<file path="src/rtl/jk_pkg.sv">
// Shared encodings for the JK register bank: command opcodes, per-bit JK codes, sweep FSM states.
// Latency: n/a (types and constants only).
// Backpressure: n/a.
package jk_pkg;

  // Command opcodes carried on cmd_op
  localparam logic [1:0] OP_JK      = 2'b00;
  localparam logic [1:0] OP_LOAD    = 2'b01;
  localparam logic [1:0] OP_CLR_CNT = 2'b10;
  localparam logic [1:0] OP_NOP     = 2'b11;

  // Per-bit {j,k} codes
  localparam logic [1:0] HOLD = 2'b00;
  localparam logic [1:0] RST  = 2'b01;
  localparam logic [1:0] SET  = 2'b10;
  localparam logic [1:0] TOG  = 2'b11;

  typedef enum logic {
    IDLE  = 1'b0,
    SWEEP = 1'b1
  } state_t;

endpackage

</file>
<file path="src/rtl/jk_channel.sv">
// One WIDTH-bit JK register with a saturating change counter and a registered change flag.
// Latency: q/cnt/chg update on the edge where an enable is high.
// Backpressure: none; enables are already qualified by the parent's accept.
// Ports: clk, reset (sync, active-high); jk_en/load_en/clr_cnt_en command strobes;
//   sweep_clr forces q=RESET_VAL and cnt=0; j/k data; q, cnt, chg outputs from flops.
module jk_channel
  import jk_pkg::*;
#(
  parameter int               WIDTH     = 8,
  parameter int               CNT_W     = 16,
  parameter logic [WIDTH-1:0] RESET_VAL = '0
) (
  input  logic             clk,
  input  logic             reset,
  input  logic             jk_en,
  input  logic             load_en,
  input  logic             clr_cnt_en,
  input  logic             sweep_clr,
  input  logic [WIDTH-1:0] j,
  input  logic [WIDTH-1:0] k,
  output logic [WIDTH-1:0] q,
  output logic [CNT_W-1:0] cnt,
  output logic             chg
);

  logic [WIDTH-1:0] q_nxt;
  logic             changed;

  always_comb begin
    q_nxt = q;
    if (sweep_clr) begin
      q_nxt = RESET_VAL;
    end else if (load_en) begin
      q_nxt = j;
    end else if (jk_en) begin
      for (int i = 0; i < WIDTH; i++) begin
        case ({j[i], k[i]})
          HOLD:    q_nxt[i] = q[i];
          RST:     q_nxt[i] = 1'b0;
          SET:     q_nxt[i] = 1'b1;
          TOG:     q_nxt[i] = ~q[i];
          default: q_nxt[i] = q[i];
        endcase
      end
    end
  end

  assign changed = (q_nxt != q);

  always_ff @(posedge clk) begin
    if (reset) begin
      q   <= RESET_VAL;
      cnt <= '0;
      chg <= 1'b0;
    end else begin
      q   <= q_nxt;
      chg <= changed;
      if (sweep_clr || clr_cnt_en) begin
        cnt <= '0;
      end else if ((jk_en || load_en) && changed && (cnt != {CNT_W{1'b1}})) begin
        // Counter sticks at all-ones rather than wrapping
        cnt <= cnt + CNT_W'(1);
      end
    end
  end

endmodule

</file>
<file path="src/rtl/jk_reg_bank.sv">
// Bank of CHANNELS JK registers with command port, sequential clear sweep and registered read port.
// Latency: commands take effect on the accept edge; rd_q/rd_cnt one cycle; q_all zero.
// Backpressure: cmd_ready low for the CHANNELS cycles of a clear sweep; commands stall.
// Ports: clk, reset (sync, active-high); cmd_valid/cmd_ready/cmd_op/cmd_ch/cmd_j/cmd_k command;
//   clr_req starts a sweep; rd_ch -> rd_q/rd_cnt; q_all, chg_pulse, busy status.
module jk_reg_bank
  import jk_pkg::*;
#(
  parameter int               WIDTH     = 8,
  parameter int               CHANNELS  = 4,
  parameter int               CNT_W     = 16,
  parameter logic [WIDTH-1:0] RESET_VAL = '0,
  localparam int              CH_W      = $clog2(CHANNELS)
) (
  input  logic                      clk,
  input  logic                      reset,
  input  logic                      cmd_valid,
  output logic                      cmd_ready,
  input  logic [1:0]                cmd_op,
  input  logic [CH_W-1:0]           cmd_ch,
  input  logic [WIDTH-1:0]          cmd_j,
  input  logic [WIDTH-1:0]          cmd_k,
  input  logic                      clr_req,
  input  logic [CH_W-1:0]           rd_ch,
  output logic [WIDTH-1:0]          rd_q,
  output logic [CNT_W-1:0]          rd_cnt,
  output logic [CHANNELS*WIDTH-1:0] q_all,
  output logic [CHANNELS-1:0]       chg_pulse,
  output logic                      busy
);

  state_t            state, state_nxt;
  logic [CH_W-1:0]   idx, idx_nxt;
  logic              accept;
  logic [CHANNELS-1:0] jk_en, load_en, clr_cnt_en, sweep_clr;
  logic [WIDTH-1:0]  q_arr   [CHANNELS];
  logic [CNT_W-1:0]  cnt_arr [CHANNELS];
  logic [WIDTH-1:0]  rd_q_nxt;
  logic [CNT_W-1:0]  rd_cnt_nxt;

  // Sweep FSM
  always_ff @(posedge clk) begin
    if (reset) begin
      state <= IDLE;
      idx   <= '0;
    end else begin
      state <= state_nxt;
      idx   <= idx_nxt;
    end
  end

  always_comb begin
    state_nxt = state;
    idx_nxt   = idx;
    sweep_clr = '0;
    cmd_ready = 1'b0;
    busy      = 1'b0;
    case (state)
      IDLE: begin
        cmd_ready = 1'b1;
        if (clr_req) begin
          state_nxt = SWEEP;
          idx_nxt   = '0;
        end
      end
      SWEEP: begin
        busy = 1'b1;
        for (int c = 0; c < CHANNELS; c++) begin
          if (idx == CH_W'(c)) sweep_clr[c] = 1'b1;
        end
        // clr_req is deliberately not looked at here: no restart mid-sweep
        if (idx == CH_W'(CHANNELS - 1)) begin
          state_nxt = IDLE;
        end else begin
          idx_nxt = idx + CH_W'(1);
        end
      end
      default: state_nxt = IDLE;
    endcase
  end

  // Command decode; an out-of-range cmd_ch matches no channel and is silently dropped
  assign accept = cmd_valid && cmd_ready;

  always_comb begin
    jk_en      = '0;
    load_en    = '0;
    clr_cnt_en = '0;
    for (int c = 0; c < CHANNELS; c++) begin
      if (accept && (cmd_ch == CH_W'(c))) begin
        case (cmd_op)
          OP_JK:      jk_en[c]      = 1'b1;
          OP_LOAD:    load_en[c]    = 1'b1;
          OP_CLR_CNT: clr_cnt_en[c] = 1'b1;
          OP_NOP:     ;
          default:    ;
        endcase
      end
    end
  end

  for (genvar g = 0; g < CHANNELS; g++) begin : g_ch
    jk_channel #(
      .WIDTH     (WIDTH),
      .CNT_W     (CNT_W),
      .RESET_VAL (RESET_VAL)
    ) u_ch (
      .clk        (clk),
      .reset      (reset),
      .jk_en      (jk_en[g]),
      .load_en    (load_en[g]),
      .clr_cnt_en (clr_cnt_en[g]),
      .sweep_clr  (sweep_clr[g]),
      .j          (cmd_j),
      .k          (cmd_k),
      .q          (q_arr[g]),
      .cnt        (cnt_arr[g]),
      .chg        (chg_pulse[g])
    );
    assign q_all[g*WIDTH +: WIDTH] = q_arr[g];
  end

  // Read port: out-of-range rd_ch returns zero
  always_comb begin
    rd_q_nxt   = '0;
    rd_cnt_nxt = '0;
    for (int c = 0; c < CHANNELS; c++) begin
      if (rd_ch == CH_W'(c)) begin
        rd_q_nxt   = q_arr[c];
        rd_cnt_nxt = cnt_arr[c];
      end
    end
  end

  always_ff @(posedge clk) begin
    if (reset) begin
      rd_q   <= '0;
      rd_cnt <= '0;
    end else begin
      rd_q   <= rd_q_nxt;
      rd_cnt <= rd_cnt_nxt;
    end
  end

endmodule

</file>
<file path="config.mk">
export PLATFORM = sky130hd
export DESIGN_NAME = jk_reg_bank
export DESIGN_NICKNAME = d
export VERILOG_FILES = /design/src/rtl/jk_pkg.sv /design/src/rtl/jk_channel.sv /design/src/rtl/jk_reg_bank.sv
export SDC_FILE = /design/constraint.sdc
export NUM_CORES = 1
export LEC_CHECK = 0
export ABC_AREA = 1
export CAP_MARGIN = 0
export CORE_MARGIN = 2
export CORE_UTILIZATION = 35
export DETAILED_ROUTE_END_ITERATION = 16
export REMOVE_ABC_BUFFERS = 1
export SLEW_MARGIN = 40
export SYNTH_ARGS = -nofsm -noshare
export SYNTH_HDL_FRONTEND = slang
export SYNTH_HIERARCHICAL = 1
export SYNTH_SLANG_ARGS = --single-unit
</file>
<file path="constraint.sdc">
create_clock -name clk -period 5.5 [get_ports clk]
set_input_delay 1.375 -clock clk [delete_from_list [all_inputs] [get_ports clk]]
set_output_delay 1.375 -clock clk [all_outputs]
set_load 0.02 [all_outputs]
</file>
Word level (Yosys, flattened, before mapping)
Cells that the tools add are included.
- register bits after elaboration: 127
- latch bits: 0
- RAM bits: 0
- memory bits (read-only): 0
- bits of input ports: 26
- logic and storage cells: 217
- memories: 0
- add/sub/neg operators: 5
- multipliers: 0
- divide/modulo/power cells: 0
- $lt $le $gt $ge: 0
- eq/ne operators: 45
- shift-type cells: 0
- multiplexer cells: 80
- bitwise logic cells: 33
- reduce and logical (&&, ||, !) cells: 38
- operator list (cell ; count):
    $mux W8 ; 16
    $pmux W1 S4 ; 32
    $add A16 B1 Y16 const B ; 4
    $mux W16 ; 4
    $ne A16 B16 Y1 const B ; 4
    $eq A2 B2 Y1 const B ; 23
    $not A1 Y1 ; 33
    $ne A8 B8 Y1 ; 4
    $eq A2 B1 Y1 const B ; 12
    $logic_not A2 Y1 ; 12
    $mux W1 ; 23
    $logic_and A1 B1 Y1 ; 13
    $logic_or A1 B1 Y1 ; 8
    $reduce_or A2 Y1 ; 4
    $mux W2 ; 2
    $mux W4 ; 1
    $ne A2 B2 Y1 const B ; 2
    $pmux W2 S2 ; 1
    $add A2 B1 Y2 const B ; 1
    $pmux W1 S2 ; 1
    $reduce_and A2 Y1 ; 1

Longest topological paths before layout
- word-level depth: 10
- mapped depth: 19

Cells and area by module
Netlist, hierarchy kept.
- by module, submodules not included (module ; instances ; cells each ; area each (um2) ; sequential area each (um2)):
    jk_channel at g_ch[0].u_ch ... ; 3 ; 240 ; 1655.3 ; 500.5
    jk_reg_bank ; 1 ; 292 ; 1711.6 ; 540.5
    jk_channel at g_ch[3].u_ch ; 1 ; 245 ; 1686.6 ; 500.5

Worst setup path before layout
No wires, ideal clock.
- path kind: input to register
- from: input cmd_valid
- to: register g_ch[1].u_ch.cnt[10]
- library setup time: 0.143 ns
- arrival: 3.125 ns
- required time: 5.357 ns
- path slack: 2.232 ns
- stages: 16
- cells stage by stage: inv_1 > nor2_1 > nand3_1 > nor2_1 > inv_4 > nand2_2 > nor2_1 > nor2_2 > nand3_1 > nand2_1 > nand2_1 > nor2_2 > nand2_4 > buf_2 > nand3_1 > a21oi_2
- RTL lines (item ; line ; RTL):
    start: declaration ; jk_reg_bank.sv:17 ; input logic cmd_valid,
    $logic_and A1 B1 Y1 (*) ; jk_reg_bank.sv:83 ; assign accept = cmd_valid && cmd_ready;
    $logic_and A1 B1 Y1 (*) ; jk_reg_bank.sv:90 ; if (accept && (cmd_ch == CH_W'(c))) begin
    $mux W1 (*) ; jk_reg_bank.sv:90 ;
    via load_en[1] ; jk_reg_bank.sv:35 ; logic [CHANNELS-1:0] jk_en, load_en, clr_cnt_en, sweep_clr;
    $mux W8 ; jk_channel.sv:33 ; end else if (load_en) begin
    $mux W8 ; jk_channel.sv:31 ; if (sweep_clr) begin
    $ne A8 B8 Y1 ; jk_channel.sv:48 ; assign changed = (q_nxt != q);
    $logic_and A1 B1 Y1 (*) (2 in a row) ; jk_channel.sv:60 ; end else if ((jk_en || load_en) && changed && (cnt != {CNT_W{1'b1}})) begin
    end signal: assignment ; jk_channel.sv:62 ; cnt <= cnt + CNT_W'(1);
    end: declaration ; jk_channel.sv:22 ; output logic [CNT_W-1:0] cnt,
Mark *: on every way through the listed nets, which the timed path passes. The rest lies on a longest branch.
A chain may end at the register's enable or synchronous reset.

Final worst setup path
- from: input cmd_valid
- to: register g_ch[1].u_ch.cnt[12]
- longest elaborated chain between the ends: 9
- RTL lines (item ; line ; RTL):
    $logic_and A1 B1 Y1 (*) ; jk_reg_bank.sv:83 ;
    $logic_and A1 B1 Y1 (*) ; jk_reg_bank.sv:90 ;
    $mux W1 (*) ; jk_reg_bank.sv:90 ;
    via jk_en[1] ; jk_reg_bank.sv:35 ;
    $mux W8 ; jk_channel.sv:35 ; end else if (jk_en) begin
    $mux W8 ; jk_channel.sv:33 ;
    $mux W8 ; jk_channel.sv:31 ;
    $ne A8 B8 Y1 ; jk_channel.sv:48 ;
    $logic_and A1 B1 Y1 (*) (2 in a row) ; jk_channel.sv:60 ;
Marked as above.

==> impl_metrics.yaml <==
pwr:
  power.total_mw: 2.335
  pwr-share-seq_pct: 40.8
  power_frac_clock_pct: 46.3
  p_per_area_nw_per_um2: 234.8
  pwr-share-comb_pct: 12.9
  p_sw_uw: 638.4
  p_sw_share_pct: 27.34
  p_int_mw: 1.697
  max-vdd-ir-drop_mv: 0.1401
  p_leak_nw: 3.856
logic_synthesis:
  ys_ff_latch: 127
  synth-edff-count: 0
  syn_avg_cell_area_sq_um: 6.654
  synthMuxAreaShare_pct: 0
  postSynthCellCount: 1257
  synth.most_common_cell: "nand2_1"
  netlist_area_sq_um: 8364
  synth_compound_area_share_pct: 9.065
  synth_xor_area_share_pct: 5.864
  synthSimpleGateAreaFrac_pct: 43.56
  synth_warnings: 6
  ys_types: 35
  synth_top_family_by_area: "simple AND/OR/NAND/NOR gates"
  synth_top_area_share_pct: 30.40
  synth_area_leaders: "dfxtp_1 30%, nand2_1 12%, nand3_1 11%"
  synth-main-ff-cell: "dfxtp_1"
  async_flop_share_pct: 0
  synth_common_cells: "278 x nand2_1, 187 x nand3_1, 140 x nor2_1"
  synth_largest_area_cell: "dfxtp_1"
  yosys.area_share.adder_pct: 1.197
  seq_area_frac_synth_pct: 30.40
sta:
  fmax_mhz: 249.1
  timing.final.hold_violations: 0
  slew_headroom_pct: 47.95
  setup_tns_ps: 0
  worstMarginPinSlew_ps: 777.9
  fin_crit_ps: 4015
  rsz0062_at_grt: "false"
  period_share_pct: 73.00
  setup_violations: 0
  fin_skew_ps: 9.726
  slew_violations: 0
global_route:
  grt_pass1_wl_microns: 40700
  grt_max_degree: 43
  grtUsageTotal_pct: 20.60
  grt_pass1_vias: 7648
  antenna_found_initial: 0
  gr-total-overflow: 0
clock_tree:
  clkTransAtPathRegs_ps: 60
  cts_tree: "done"
  cts-root-buf: "clkbuf_16"
  cts_made_buffers: 17
  ctsHtreeMaxLevel: 4
  cts_buffer_depth: 2
  clock-sinks: 127
  post_cts.repair.setup_buffers: 0
  hold_buffers: 0
  clock_latency_ps: 420
  post_cts_resized: 0
place:
  dp_cells: 1623
  place_congestion: 0.9028
  dp_hpwl_microns: 18350
  port_buffers: 87
floorplan:
  coreArea_sq_um: 23470
  core.rowCount: 56
  io_pins: 88
  die_y_microns: 158.6
  die-area_sq_um: 25150
  die_w_microns: 158.6
  start_util_pct: 35.63
worst_setup_path:
  cp-end-kind: "flip-flop"
  rrSetupSlack_ps: 2460
  critPathLaunch: "cmd_valid"
  critPathRequiredTime_ps: 5830
  critPathArrivalTime_ps: 4350
  worstSetupPathType: "in2reg"
  path_delay_family: "simple AND/OR/NAND/NOR gates"
  startpoint_type: "input pin"
  path_cells: "clkdlybuf4s50_1, inv_1, nor2_1, nand3_1, nor2_1, nor2_4, inv_4, nand2_1, nand2_1, nand3_1, nand2_1, nand3_1, nor2_2, nand2_4, nand2_4, nand2_1, a21oi_1"
  r2r_end: "g_ch[1].u_ch/cnt[12]"
  slowest_delay_ps: 630
  ff2ff_path_depth: 15
  crit_slowest_cell: "nor2_1"
  critPathCapture: "g_ch[1].u_ch/cnt[12]"
  worst_r2r_startpoint: "state"
  cp.depth: 17
  crit_buf_inv: 3
  cp_max_fo: 17
  cpMostUsedCell: "nand2_1"
routing:
  routed_wl_microns: 25260
  drt_iter0_markers: 648
  routedWlPerCell_microns: 15.27
  avgViaCountPerCell: 5.007
  dr.pass1.iters: 5
  drc: 0
  ant_nets: 0
  num_vias: 8282
cells_and_area:
  insertedDiodeCount: 0
  drive_above_1_share_pct: 14.38
  nNetsFinal: 1357
  nFillCells: 2414
  area_delta_synth_final_pct: 18.89
  fin_cells: 1654
job:
  cap_violations: 0
worst_hold_path:
  hold_path.class: "reg2reg"
status:
  outcome: "completed"
[layout by cell type (no fill, tap or decap)]
cell,count
nor2_1,139
nand2_2,57
o22ai_1,3
nor3_1,24
a21oi_4,2
clkinv_2,4
buf_4,7
nand2_1,278
o21ai_0,20
o21ai_2,3
a21oi_2,42
ha_1,8
dfxtp_1,127
nor4_1,4
buf_2,1
a21oi_1,29
xnor2_1,8
clkbuf_8,4
nand3_2,6
nand3_1,187
inv_4,6
clkinvlp_4,1
inv_2,2
bufinv_16,1
nor3_2,5
nor2_4,6
nor2_2,19
nor3b_1,3
inv_1,127
nand4_4,1
clkdlybuf4s50_1,86
nand4_1,22
clkbuf_1,4
nand3b_1,10
o21ai_1,15
o21bai_1,1
clkbuf_16,17
xor2_1,48
nand2_4,8
[cell type report]
type | count | area (sq um) | share of cell area (%)
clock buffer | 25 | 495.5 | 4.982
inverter | 135 | 521.8 | 5.247
timing repair buffer | 94 | 918.4 | 9.235
sequential | 127 | 2542 | 25.57
multi-input combinational | 948 | 5010 | 50.38
tap | 319 | 399.1 | 4.014
clock inverter | 6 | 57.56 | 0.5788
[cells by family after synthesis]
| group | Yosys count |
|---|---|
| AO/OA/AOI/OAI | 115 |
| buffers and inverters | 182 |
| AND/OR/NAND/NOR | 769 |
| adder cells (fa/ha/maj) | 8 |
| flip-flops | 127 |
| XOR/XNOR | 56 |
[tightest hold or removal path, delay by kind of cell (launching register included)]
family,cells,cell delay [ps]
compound gates,1,50
flops,1,330
simple gates,1,70
[state kept, by name (all words and copies together), names as in the netlist]
| name | cells |
|---|---|
| idx | 2 |
| rd_q | 8 |
| state | 1 |
| g_ch.u_ch/chg | 4 |
| rd_cnt | 16 |
| g_ch.u_ch/cnt | 64 |
| g_ch.u_ch/q | 32 |
[worst min-delay path by stage]
stage | slack, ps | cells past startpoint | end | startpoint
after floorplan | 460 | 2 | g_ch[2].u_ch/cnt[13] | g_ch[2].u_ch/cnt[13]
after global placement | 490 | 2 | g_ch[1].u_ch/cnt[13] | g_ch[1].u_ch/cnt[13]
after detailed placement | 490 | 2 | g_ch[1].u_ch/cnt[13] | g_ch[1].u_ch/cnt[13]
after CTS | 500 | 2 | g_ch[1].u_ch/cnt[13] | g_ch[1].u_ch/cnt[13]
after global routing | 520 | 2 | g_ch[0].u_ch/cnt[9] | g_ch[0].u_ch/cnt[9]
final | 500 | 2 | g_ch[2].u_ch/cnt[13] | g_ch[2].u_ch/cnt[13]
[stage by stage]
step | cell area, sq um | setup WS [ps] | hold slack [ps] | utilization [%]
5_1_grt | 9945 | 1156 | 524.9 | 42.37
3_5_place_dp | 9374 | 1029 | 491.2 | 39.94
6_report | 9945 | 1485 | 500.6 | 42.37
4_1_cts | 9927 | 1452 | 499.6 | 42.29
3_3_place_gp | 9374 | 1045 | 486.0 | 39.94
2_1_floorplan | 8056 | 1831 | 464.2 | -
[power by group through the flow]
stage	combinational, mW	clock (mW)	sequential, mW
4_1_cts	0.302	1.10	0.953
3_5_place_dp	0.300	0	0.972
2_1_floorplan	0.151	0	0.987
6_report	0.302	1.08	0.953
3_3_place_gp	0.299	0	0.972
5_1_grt	0.331	1.14	0.954
[layer usage]
metal	part of all wire (%)	routed length, microns	track usage, %
met5	0	0	0
met4	2.7	686	7.636
met3	6.2	1560	3.729
met2	44	11120	31.58
met1	47	11890	28.77
Note: power is estimated with default switching activity, not from simulation.
